### src/rtl/seg_scan_decoder.sv
// Recovers the 4-digit value shown on a multiplexed, active-low 7-segment scan display
// by sampling each digit only after its select and segment lines have been stable.
module seg_scan_decoder #(
  parameter int unsigned SETTLE_CYCLES = 16,
  parameter int unsigned FRAME_TIMEOUT = 250000
) (
  input  logic        sys_clk,
  input  logic        sys_rst_p,
  input  logic [3:0]  sel,
  input  logic [6:0]  seg,
  output logic [15:0] data,
  output logic        data_valid,
  output logic        frame_err,
  output logic        timeout
);

  typedef enum logic {
    WAIT_STABLE = 1'b0,
    HELD        = 1'b1
  } state_t;

  localparam logic [15:0] SETTLE_MAX  = 16'(SETTLE_CYCLES - 1);
  localparam logic [17:0] TIMEOUT_MAX = 18'(FRAME_TIMEOUT - 1);

  // Returns {undecodable, nibble}; unknown patterns (blank included) decode as 0.
  function automatic logic [4:0] decode_seg(input logic [6:0] s);
    logic [4:0] r;
    case (s)
      7'h40:   r = 5'h00;
      7'h79:   r = 5'h01;
      7'h24:   r = 5'h02;
      7'h30:   r = 5'h03;
      7'h19:   r = 5'h04;
      7'h12:   r = 5'h05;
      7'h02:   r = 5'h06;
      7'h78:   r = 5'h07;
      7'h00:   r = 5'h08;
      7'h10:   r = 5'h09;
      7'h08:   r = 5'h0A;
      7'h03:   r = 5'h0B;
      7'h46:   r = 5'h0C;
      7'h21:   r = 5'h0D;
      7'h06:   r = 5'h0E;
      7'h0E:   r = 5'h0F;
      default: r = 5'h10;
    endcase
    return r;
  endfunction

  state_t      state;
  logic [3:0]  sel_q;
  logic [6:0]  seg_q;
  logic [3:0]  sel_prev;
  logic [6:0]  seg_prev;
  logic [15:0] stable_cnt;
  logic [17:0] frame_cnt;
  logic [3:0]  mask;
  logic [15:0] shadow;
  logic        sticky_err;

  logic        change;
  logic        one_low;
  logic [15:0] stable_next;
  logic        capture;
  logic [4:0]  decoded;
  logic [3:0]  cap_bit;
  logic [3:0]  mask_merged;
  logic [15:0] shadow_next;
  logic        frame_done;
  logic        frame_open;
  logic        timeout_hit;

  assign change  = {sel_q, seg_q} != {sel_prev, seg_prev};
  assign one_low = $countones(~sel_q) == 1;
  assign decoded = decode_seg(seg_q);

  // The capture fires on the edge where the counter reaches its settle value,
  // so a digit is sampled after exactly SETTLE_CYCLES unchanged cycles.
  assign capture = (state == WAIT_STABLE) && !change && one_low &&
                   (stable_next == SETTLE_MAX);

  assign cap_bit     = capture ? ~sel_q : 4'h0;
  assign mask_merged = mask | cap_bit;
  assign frame_done  = (mask == 4'hF);
  assign frame_open  = (mask != 4'h0) && !frame_done;
  // A last-digit capture landing on the timeout cycle completes the frame instead.
  assign timeout_hit = frame_open && (frame_cnt == TIMEOUT_MAX) && (mask_merged != 4'hF);

  // NOTE: every variable written in always_comb gets a default first, so no latch is inferred.
  always_comb begin
    stable_next = stable_cnt;
    if (change) begin
      stable_next = 16'd0;
    end else if (stable_cnt != SETTLE_MAX) begin
      stable_next = stable_cnt + 16'd1;
    end
  end

  always_comb begin
    shadow_next = shadow;
    for (int i = 0; i < 4; i++) begin
      if (cap_bit[i]) begin
        shadow_next[i*4 +: 4] = decoded[3:0];
      end
    end
  end

  // NOTE: sequential state uses non-blocking assignments so every register samples pre-edge values.
  always_ff @(posedge sys_clk) begin
    if (sys_rst_p) begin
      state      <= WAIT_STABLE;
      sel_q      <= 4'hF;
      seg_q      <= 7'h7F;
      sel_prev   <= 4'hF;
      seg_prev   <= 7'h7F;
      stable_cnt <= 16'd0;
      frame_cnt  <= 18'd0;
      mask       <= 4'h0;
      shadow     <= 16'h0000;
      sticky_err <= 1'b0;
      data       <= 16'h0000;
      data_valid <= 1'b0;
      frame_err  <= 1'b0;
      timeout    <= 1'b0;
    end else begin
      sel_q      <= sel;
      seg_q      <= seg;
      sel_prev   <= sel_q;
      seg_prev   <= seg_q;
      stable_cnt <= stable_next;
      shadow     <= shadow_next;
      data_valid <= 1'b0;
      timeout    <= 1'b0;

      case (state)
        WAIT_STABLE: if (capture) state <= HELD;
        HELD:        if (change)  state <= WAIT_STABLE;
        default:     state <= WAIT_STABLE;
      endcase

      if (frame_done) begin
        data       <= shadow;
        frame_err  <= sticky_err;
        data_valid <= 1'b1;
        mask       <= cap_bit;
        sticky_err <= capture & decoded[4];
        frame_cnt  <= 18'd0;
      end else if (timeout_hit) begin
        mask       <= 4'h0;
        sticky_err <= 1'b0;
        frame_cnt  <= 18'd0;
        timeout    <= 1'b1;
      end else begin
        mask       <= mask_merged;
        sticky_err <= sticky_err | (capture & decoded[4]);
        frame_cnt  <= frame_open ? frame_cnt + 18'd1 : 18'd0;
      end
    end
  end

endmodule

### config.mk
export PLATFORM = sky130hd
export DESIGN_NAME = seg_scan_decoder
export DESIGN_NICKNAME = d
export VERILOG_FILES = /design/src/rtl/seg_scan_decoder.sv
export SDC_FILE = /design/constraint.sdc
export NUM_CORES = 1
export LEC_CHECK = 0
export CAP_MARGIN = 20
export CELL_PAD_IN_SITES_DETAIL_PLACEMENT = 2
export CELL_PAD_IN_SITES_GLOBAL_PLACEMENT = 2
export CORE_UTILIZATION = 36
export DETAILED_ROUTE_END_ITERATION = 16
export GPL_TIMING_DRIVEN = 1
export PLACE_DENSITY = 0.91
export SLEW_MARGIN = 20
export SYNTH_ARGS = -nofsm -noshare
export SYNTH_HDL_FRONTEND = slang
export SYNTH_SLANG_ARGS = --single-unit
### constraint.sdc
create_clock -name sys_clk -period 4.5 [get_ports sys_clk]
set_input_delay 0.45 -clock sys_clk [delete_from_list [all_inputs] [get_ports sys_clk]]
set_output_delay 0.45 -clock sys_clk [all_outputs]
set_load 0.02 [all_outputs]
==> results of run 1 <==
[kinds of logic (layout without fill, tap and decap cells)]
family,Yosys count,in the layout,share of synthesized area [%]
and+or+nand+nor,263,263,32.00
DFF,97,97,43.15
AOI/OAI and AO/OA,58,58,8.174
buffers and inverters,47,56,4.615
xor gates and xnor gates,44,44,8.563
muxes,8,8,1.946
adders and majority gates,5,5,1.557
[power groups by stage]
| stage | Combinational (uW) | Sequential, uW | Clock (uW) |
|---|---|---|---|
| 4_1_cts | 62.3 | 888 | 797 |
| 5_1_grt | 67.2 | 891 | 821 |
| 6_report | 61.5 | 888 | 779 |
| 3_3_place_gp | 55.5 | 906 | 0 |
| 3_5_place_dp | 59.8 | 908 | 0 |
| 2_1_floorplan | 50.4 | 892 | 0 |
[worst min path at each step]
stage | slack, ns | endpoint | cells after the start
3_5_place_dp | 0.45 | data[1] | 2
5_1_grt | 0.48 | data[11] | 2
2_1_floorplan | 0.43 | data[4] | 2
4_1_cts | 0.47 | data[5] | 2
6_report | 0.46 | data[5] | 2
3_3_place_gp | 0.45 | data[9] | 2
[flip-flops by register name (all words and copies together) (netlist names)]
signal,count
state,1
sel_q,4
frame_err,1
stable_cnt,16
seg_prev,7
timeout,1
frame_cnt,18
sel_prev,4
data_valid,1
sticky_err,1
shadow,16
mask,4
data,16
seg_q,7
[layer usage]
| metal | vias up | wire length [um] | GRT usage (%) |
|---|---|---|---|
| met5 | - | 0 | 0 |
| met4 | 0 | 646 | 14.37 |
| met3 | 39 | 305 | 3.719 |
| met2 | 67 | 7708 | 43.21 |
| met1 | 1917 | 5861 | 26.52 |
| li1 | 1796 | - | - |
[worst register-to-register path, delay by kind of cell (launching register included)]
family	cells	cell delay, ns
simple gates	4	1.39
compound gates	4	1.11
fa+ha+maj	3	1.08
flops	1	0.43
buf+inv	1	0.05
[cell usage in the layout, fill, tap and decap left out, drive strengths merged, types with 10 or more instances in the layout]
| master | count |
|---|---|
| nand4 | 12 |
| nand2 | 53 |
| clkbuf | 10 |
| or2 | 26 |
| nand3 | 22 |
| a21oi | 30 |
| clkdlybuf4s50 | 30 |
| dfxtp | 97 |
| nor3 | 47 |
| nor2 | 61 |
| xnor2 | 30 |
| xor2 | 14 |
| inv | 10 |
[through the flow]
stage	util (%)	setup slack (ns)	power (uW)
6_report	42.54	0.3453	1729
5_1_grt	42.54	0.1938	1779
4_1_cts	42.33	0.3589	1747
3_5_place_dp	39.95	0.6742	967.9
3_3_place_gp	39.95	0.9262	961.6
2_1_floorplan	-	1.217	942.9
[area by class of cell]
cell class	count	area share, %
Tap cell	168	4.080
Timing Repair Buffer	32	6.265
Clock buffer	10	4.638
Inverter	8	0.5828
Clock inverter	6	0.9713
Sequential cell	97	37.69
Multi-Input combinational cell	378	45.77
==> metrics.md, run 1 <==
| Metric | Value |
|---|---|
| Status | `finished clean` |
| Routed length per instance | `20.77 um` |
| Final WL | `14520 um` |
| Post-synth top cells | `dfxtp_1 (97), nor2_1 (59), nand2_1 (53)` |
| Yosys warning total | `0` |
| CP max stage delay | `0.59 ns` |
| Cell leakage power | `0.001657 uW` |
| Mapped Nets | `540` |
| Post_cts resized | `0` |
| Maximum vdd drop | `0.2016 mV` |
| Share of the synthesized area in the top cell type | `43.15%` |
| Routability Congestion | `0.7694` |
| CP Depth | `12` |
| Placement Rows | `40` |
| CP delay by family, top | `simple AND/OR/NAND/NOR gates` |
| Vias | `3819` |
| Post-Syn Area per Cell | `8.622 sq um` |
| Starting Density | `37.16%` |
| Max-Cap Viols | `0` |
| Max-slew violations | `0` |
| Setup crit end | `frame_cnt[16]` |
| Max Fclk | `240.7 MHz` |
| H-tree Lvls | `3` |
| Hold_sp | `data[5]` |
| DR vias/cell | `5.464` |
| Register area | `0.001942 sq mm` |
| Crit path kind | `reg2reg` |
| Max Buffers Root-to-Sink | `2` |
| Pin count of the biggest net entering global routing | `66` |
| CORE AREA | `0.01211 sq mm` |
| Antenna Nets Post-Route | `0` |
| Die extent in x | `113.8 um` |
| Register-to-Register Path Depth | `12` |
| Fillers | `1346` |
| Total grt overflow | `0` |
| DP Wirelength | `8788 um` |
| Die area | `0.01295 sq mm` |
| Clk network pwr share | `45.1%` |
| Int Pwr | `1296 uW` |
| Worst flop-to-flop path startpoint | `sel_q[0]` |
| Tot GR Track Use | `23.94%` |
| Worst-path cell chain | `fa_1 > inv_1 > ha_1 > ha_1 > nor4b_1 > o221ai_1 > a21oi_1 > nand3_1 > nor3_1 > a21oi_1 > o31a_4 > nor3_2` |
| Number of flops mapped to enable cells by yosys | `0` |
| Setup_tns | `0 ns` |
| Cts bufs inserted | `9` |
| Starting DRT DRC Count | `140` |
| Synth Cell Area | `0.004501 sq mm` |
| Register area share after synthesis | `43.15%` |
| Register-to-register setup slack | `0.35 ns` |
| Data required time at the worst endpoint | `4.77 ns` |
| RSZ-0062 raised after global routing | `false` |
| Clk sinks | `97` |
| R2R Path End | `frame_cnt[16]` |
| Sw Pwr | `432.7 uW` |
| Final instance area | `0.005152 sq mm` |
| Critical path endpoint category | `register` |
| CTS Root Buffer Type | `clkbuf_16` |
| Fin Hold WS | `0.4636 ns` |
| Arrival @ worst endpoint | `4.42 ns` |
| Share of cells above drive strength 1 | `13.18%` |
| DR pass1 iterations | `4` |
| WP buf/inv | `1` |
| Final worst path period need | `4.155 ns` |
| Non-Filler Instances | `699` |
| Crit Path Max Fanout | `16` |
| Final hold viol count | `0` |
| Hold crit path type | `reg2reg` |
| CTS hold repair buffers | `0` |
| Fin Clk Skew | `0.01702 ns` |
| Initial antenna violation count | `0` |
| Final setup fails | `0` |
| Inst Count DP | `682` |
| Worst-Margin Slew | `0.8201 ns` |
| Area after detailed placement | `0.004838 sq mm` |
| Area leader, netlist | `dfxtp_1` |
| Total power per unit cell area | `335.5 mW/mm^2` |
| Final period util | `92.33%` |
| Area delta synth->final | `14.48%` |
| DRC viols | `0` |
| Post-synth top flop | `dfxtp_1` |
| Comb power frac | `3.6%` |
| Ports | `32` |
| Mapped Cells | `522` |
| Slew HR | `44.82%` |
| Reg power frac | `51.4%` |
| CTS tree | `done` |
| Ys async rst share | `0%` |
| Clk_lat worst skew | `0.37 ns` |
| Netlist cell types | `58` |
| Area of the multi-input gates | `0.002359 sq mm` |
| Diodes inserted | `0` |
| Sw frac | `25.03%` |
| CP Launch Point | `sel_q[0]` |
| First-pass GRT wire length | `23550 um` |
| Vias in the first global route | `4293` |
| Setup Buffers After CTS | `0` |
| Nets | `544` |
| Port Buf Inserts | `31` |
| Synth Register Bits | `97` |
| Ranking of synthesized cells by area | `dfxtp_1 (43%), xnor2_1 (5.8%), nor2_1 (4.9%)` |
| Die H | `113.8 um` |
| Most common cell in the netlist | `dfxtp_1` |
| CP max-delay cell | `fa_1` |
| Setup crit start kind | `register` |
| Clock Pin Slew Worst Setup and Hold Paths | `0.08 ns` |
(Power assumes the default switching activity.)
==> run 2, diff against run 1 <==
Settings changed: PLACE_DENSITY 0.91 to not set, PLACE_DENSITY_LB_ADDON set to 0.1.
==> metrics.md, run 2 (synthesis gave the netlist of run 1 again) <==
| Metric | Value |
|---|---|
| Status | `finished clean` |
| Nets | `545 (+0.18%)` |
| Setup_tns | `0 ns (unchanged)` |
| Setup crit start kind | `register` |
| Placement Rows | `40 (unchanged)` |
| Area delta synth->final | `14.85%` |
| Routed length per instance | `16.75 um (-19%)` |
| Initial antenna violation count | `0 (unchanged)` |
| Post_cts resized | `0 (unchanged)` |
| Port Buf Inserts | `31 (unchanged)` |
| Commonest cells after routing, fill and taps aside | `dfxtp_1 (97), nor2_1 (59), nand2_1 (53)` |
| DP Wirelength | `7990 um (-9.1%)` |
| Die area | `0.01295 sq mm (unchanged)` |
| Antenna Nets Post-Route | `0 (unchanged)` |
| Util after Layout | `42.68% (+0.13 points)` |
| RSZ-0062 raised after global routing | `false` |
| Max Buffers Root-to-Sink | `2 (unchanged)` |
| Worst-Margin Slew | `0.9416 ns (+0.1215 ns)` |
| Die extent in x | `113.8 um (unchanged)` |
| Maximum vdd drop | `0.2197 mV (+9.0%)` |
| CP delay by family, top | `simple AND/OR/NAND/NOR gates` |
| Final period util | `84.12% (-8.2 points)` |
| Worst-path cell chain | `fa_1 > inv_1 > ha_1 > ha_1 > nor4b_1 > o221ai_1 > a21oi_1 > nand3_1 > or4b_1 > nor2_1 > nor2_1 > nor3_1` |
| Max-Cap Viols | `0 (unchanged)` |
| Diodes inserted | `0 (unchanged)` |
| Max Fclk | `264.2 MHz (+9.8%)` |
| Max-slew violations | `0 (unchanged)` |
| Ports | `32 (unchanged)` |
| Final worst path period need | `3.785 ns (-0.3693 ns)` |
| Most common cell after layout, fill and taps aside | `dfxtp_1` |
| CTS tree | `done` |
| CTS hold repair buffers | `0 (unchanged)` |
| Clk_lat worst skew | `0.35 ns (-0.02 ns)` |
| CP max stage delay | `0.79 ns (+0.20 ns)` |
| DR vias/cell | `5.263 (-3.7%)` |
| Vias | `3679 (-3.7%)` |
| First-pass GRT wire length | `20060 um (-15%)` |
| Pin count of the biggest net entering global routing | `52 (-21%)` |
| Setup Buffers After CTS | `0 (unchanged)` |
| Clk sinks | `97 (unchanged)` |
| Starting DRT DRC Count | `75 (-46%)` |
| Tot GR Track Use | `19.73% (-4.2 points)` |
| H-tree Lvls | `3 (unchanged)` |
| Routability Congestion | `0.7448 (-3.2%)` |
| DR pass1 iterations | `4 (unchanged)` |
| Slew HR | `36.69% (-8.1 points)` |
| Final setup fails | `0 (unchanged)` |
| Total grt overflow | `0 (unchanged)` |
| Arrival @ worst endpoint | `4.06 ns (-0.36 ns)` |
| WP buf/inv | `1 (unchanged)` |
| Cts bufs inserted | `9 (unchanged)` |
| CP max-delay cell | `or4b_1` |
| Critical path endpoint category | `register` |
| DRC viols | `0 (unchanged)` |
| Vias in the first global route | `3952 (-7.9%)` |
| Final hold viol count | `0 (unchanged)` |
| Hold crit path type | `reg2reg` |
| Total power per unit cell area | `336.9 mW/mm^2 (+0.39%)` |
| Crit path kind | `reg2reg` |
| Top reg by flops | `frame_cnt` |
| Clock Pin Slew Worst Setup and Hold Paths | `0.07 ns (about the same)` |
| CTS Root Buffer Type | `clkbuf_16` |
| Cell leakage power | `0.001661 uW (+0.24%)` |
| Die H | `113.8 um (unchanged)` |
| CORE AREA | `0.01211 sq mm (unchanged)` |
| Share of cells above drive strength 1 | `13.18% (unchanged)` |
| Crit Path Max Fanout | `16 (unchanged)` |
| Starting Density | `37.16% (unchanged)` |
| Max reg flops | `18 (unchanged)` |
| Final WL | `11710 um (-19%)` |
| Fin Clk Skew | `0.008409 ns (-0.008607 ns)` |
| Data required time at the worst endpoint | `4.77 ns (about the same)` |
run 2: path summary, 6_finish.rpt:
path	from	endpoint	slack, ns	cells after the start
setup / recovery	sel_q[0]	shadow[2]	0.71	12
hold / removal	data[4]	data[4]	0.46	2
setup reg to reg	sel_q[0]	shadow[2]	0.71	12
hold reg to reg	data[4]	data[4]	0.46	2
run 2: layout make-up:
type | instances | area, sq um
Sequential cell | 97 | 1942
Clock inverter | 5 | 65.06
Clock buffer | 10 | 239.0
Inverter | 8 | 30.03
Tap cell | 168 | 210.2
Timing Repair Buffer | 33 | 324.1
Multi-Input combinational cell | 378 | 2359
Fill cell | 1362 | 6943
run 2: report_power, final:
part           internal, uW  switching (uW)  total [uW]
Combinational          31.1            27.2        58.2
Clock                   448             347         795
Sequential              867            20.7         888
Total                  1350             395        1740
run 2: stage by stage:
step                      cells  total power (uW)  worst slack [ns]  hold WS, ns  instance area, sq um
after floorplan             522             942.9             1.217       0.4312                  4501
after global placement      683             963.9            0.8910       0.4467                  4846
after detailed placement    683             967.0            0.7128       0.4508                  4853
after CTS                   698              1773            0.6885       0.4611                  5157
after global routing        699              1814            0.4310       0.4814                  5169
final                       699              1741            0.7145       0.4602                  5169
run 2: worst register-to-register path: stages, from the launching register on:
cell and delay, ns:
dfxtp_1 0.41, fa_1 0.57, inv_1 0.04, ha_1 0.17
ha_1 0.27, nor4b_1 0.29, o221ai_1 0.20, a21oi_1 0.20
nand3_1 0.10, or4b_1 0.80, nor2_1 0.39, nor2_1 0.08
nor3_1 0.19
run 2: metal layers:
layer  track usage, %  part of all wire [%]  vias up  wire length [um]
met2            35.20                    51       32              5956
met3            5.473                   2.3       10               270
li1                 -                     -     1795                 -
met4            5.541                   1.2        0               142
met5                0                     0        -                 0
met1            23.09                    46     1842              5339
==> run 3, diff against run 2 <==
Clock period 4.5 ns to 3.7 ns, I/O delays scaled along.
==> metrics.md, run 3 (synthesis gave the netlist of run 1 again) <==
| Metric | Value |
|---|---|
| Max Buffers Root-to-Sink | `2 (unchanged)` |
| First-pass GRT wire length | `20310 um (+1.3%)` |
| Clock Pin Slew Worst Setup and Hold Paths | `0.07 ns (about the same)` |
| Sw Pwr | `497.8 uW (+26%)` |
| DR pass1 iterations | `4 (unchanged)` |
| Starting DRT DRC Count | `90 (+20%)` |
| Hold crit path type | `reg2reg` |
| Final instance area | `0.005314 sq mm (+2.8%)` |
| Cts bufs inserted | `9 (unchanged)` |
| Nets | `555 (+1.8%)` |
| Total power per unit cell area | `413.4 mW/mm^2 (+23%)` |
| H-tree Lvls | `3 (unchanged)` |
| Non-Filler Instances | `710 (+1.6%)` |
| CTS Root Buffer Type | `clkbuf_16` |
| Vias in the first global route | `4056 (+2.6%)` |
| Slew HR | `38.65% (+2.0 points)` |
| Reg power frac | `48.7% (-2.3 points)` |
| Die area | `0.01295 sq mm (unchanged)` |
| Clk network pwr share | `47.2% (+1.5 points)` |
| Share of cells above drive strength 1 | `15.87% (+2.7 points)` |
| Final hold viol count | `0 (unchanged)` |
| Setup Buffers After CTS | `0 (unchanged)` |
| Vias | `3720 (+1.1%)` |
| Most common cell after layout, fill and taps aside | `dfxtp_1` |
| RSZ-0062 raised after global routing | `false` |
| Crit path kind | `reg2reg` |
| Die H | `113.8 um (unchanged)` |
| Die extent in x | `113.8 um (unchanged)` |
| Setup crit start kind | `register` |
| Worst-path cell chain | `fa_1 > inv_1 > ha_1 > ha_1 > nor4b_2 > o221ai_1 > a221oi_1 > nand3_1 > nor4_4 > o22ai_1 > o31a_4 > nor3b_1` |
| Ports | `32 (unchanged)` |
| Antenna Nets Post-Route | `0 (unchanged)` |
| Cell leakage power | `0.001724 uW (+3.8%)` |
| Total grt overflow | `0 (unchanged)` |
| Overall power | `2197 uW (+26%)` |
| Hold depth | `2 (unchanged)` |
| CTS tree | `done` |
| Final worst path period need | `3.442 ns (-0.3437 ns)` |
| Maximum vdd drop | `0.2049 mV (-6.7%)` |
| CORE AREA | `0.01211 sq mm (unchanged)` |
| Routability Congestion | `0.7764 (+4.2%)` |
| Data required time at the worst endpoint | `3.91 ns (-0.86 ns)` |
| WP buf/inv | `1 (unchanged)` |
| Placement Rows | `40 (unchanged)` |
| Port Buf Inserts | `31 (unchanged)` |
| Commonest cells after routing, fill and taps aside | `dfxtp_1 (97), nor2_1 (58), nand2_1 (53)` |
| Area delta synth->final | `18.07%` |
| Final WL | `12030 um (+2.7%)` |
| Status | `finished clean` |
| Fillers | `1371 (+0.66%)` |
| Fin Clk Skew | `0.007346 ns (-0.001063 ns)` |
| Final period util | `93.02% (+8.9 points)` |
| Comb power frac | `4.1% (+0.8 points)` |
| Routed length per instance | `16.94 um (+1.1%)` |
| Final setup fails | `0 (unchanged)` |
| Critical path endpoint category | `register` |
| CP max stage delay | `0.52 ns (-0.27 ns)` |
| Register-to-Register Path Depth | `12 (unchanged)` |
| Starting Density | `37.16% (unchanged)` |
| Util after Layout | `43.87% (+1.2 points)` |
| Worst-Margin Slew | `0.9124 ns (-0.02923 ns)` |
| Arrival @ worst endpoint | `3.65 ns (-0.41 ns)` |
| Max reg flops | `18 (unchanged)` |
| DR vias/cell | `5.239 (-0.45%)` |
| Max-slew violations | `0 (unchanged)` |
| DRC viols | `0 (unchanged)` |
| CP delay by family, top | `compound AO/OA/AOI/OAI gates` |
| Inst Count DP | `693 (+1.5%)` |
| Pin count of the biggest net entering global routing | `42 (-19%)` |
| Area after detailed placement | `0.004921 sq mm (+1.4%)` |
| Top reg by flops | `frame_cnt` |
| Diodes inserted | `0 (unchanged)` |
| Tot GR Track Use | `20.12% (+0.39 points)` |
| CP Depth | `12 (unchanged)` |
| Max Fclk | `290.5 MHz (+10%)` |
| Sw frac | `22.66% (about the same)` |
| Clk sinks | `97 (unchanged)` |
| Initial antenna violation count | `0 (unchanged)` |
| Int Pwr | `1699 uW (+26%)` |
| DP Wirelength | `8172 um (+2.3%)` |
| Crit Path Max Fanout | `16 (unchanged)` |
| Setup_tns | `0 ns (unchanged)` |
| Max-Cap Viols | `0 (unchanged)` |
| Clk_lat worst skew | `0.36 ns (about the same)` |
| Top cell by count, worst path | `ha_1` |
| CP max-delay cell | `fa_1` |
-- run 3: repair_timing --
item | 4_1_cts | 5_1_grt
endpoints found under the setup margin | 0 | 28
resized for setup | 0 | 10
hold buffers | 0 | 0
-- run 3: worst reg2reg max path: cells and delay by family (launching register included) --
family	cells	cell delay, ns
compound gates	4	1.02
fa+ha+maj	3	1.00
simple gates	4	0.87
flops	1	0.37
buf+inv	1	0.05
-- run 3: power by group through the flow --
stage	Combinational (uW)	Sequential [uW]	Clock [uW]
6_report	90.6	1070	1040
5_1_grt	102	1070	1110
3_5_place_dp	88.5	1090	0
2_1_floorplan	61.3	1090	0
4_1_cts	90.0	1070	1070
3_3_place_gp	85.3	1090	0
-- run 3: cell type report --
class                           instances  area, sq um  area share [%]
Clock inverter                          7        102.6           1.931
Inverter                                8        30.03          0.5651
Timing Repair Buffer                   43        399.1           7.511
Clock buffer                            9        225.2           4.238
Sequential cell                        97         1942           36.54
Tap cell                              168        210.2           3.956
Multi-Input combinational cell        378         2405           45.26
-- run 3: path summary, 6_finish.rpt --
path / from / end / slack [ns]
worst max-delay path: sel_q[1] / timeout / 0.26
worst min register to register: data[11] / data[11] / 0.46
worst max register to register: sel_q[1] / timeout / 0.26
worst min-delay path: data[11] / data[11] / 0.46
-- run 3: per-stage QoR --
step | hold slack [ns] | setup WS (ns)
after floorplan | 0.4312 | 0.4175
after global placement | 0.4478 | 0.3144
after detailed placement | 0.4546 | 0.1216
after CTS | 0.4660 | 0.07231
after global routing | 0.4783 | 0.02494
final | 0.4574 | 0.2582
-- run 3: metal layers --
layer	global-route usage (%)	vias up	part of all wire [%]
li1	-	1815	-
met1	23.43	1857	45
met2	36.14	35	51
met3	4.995	13	2.9
met4	6.407	0	1.2
met5	0	-	0
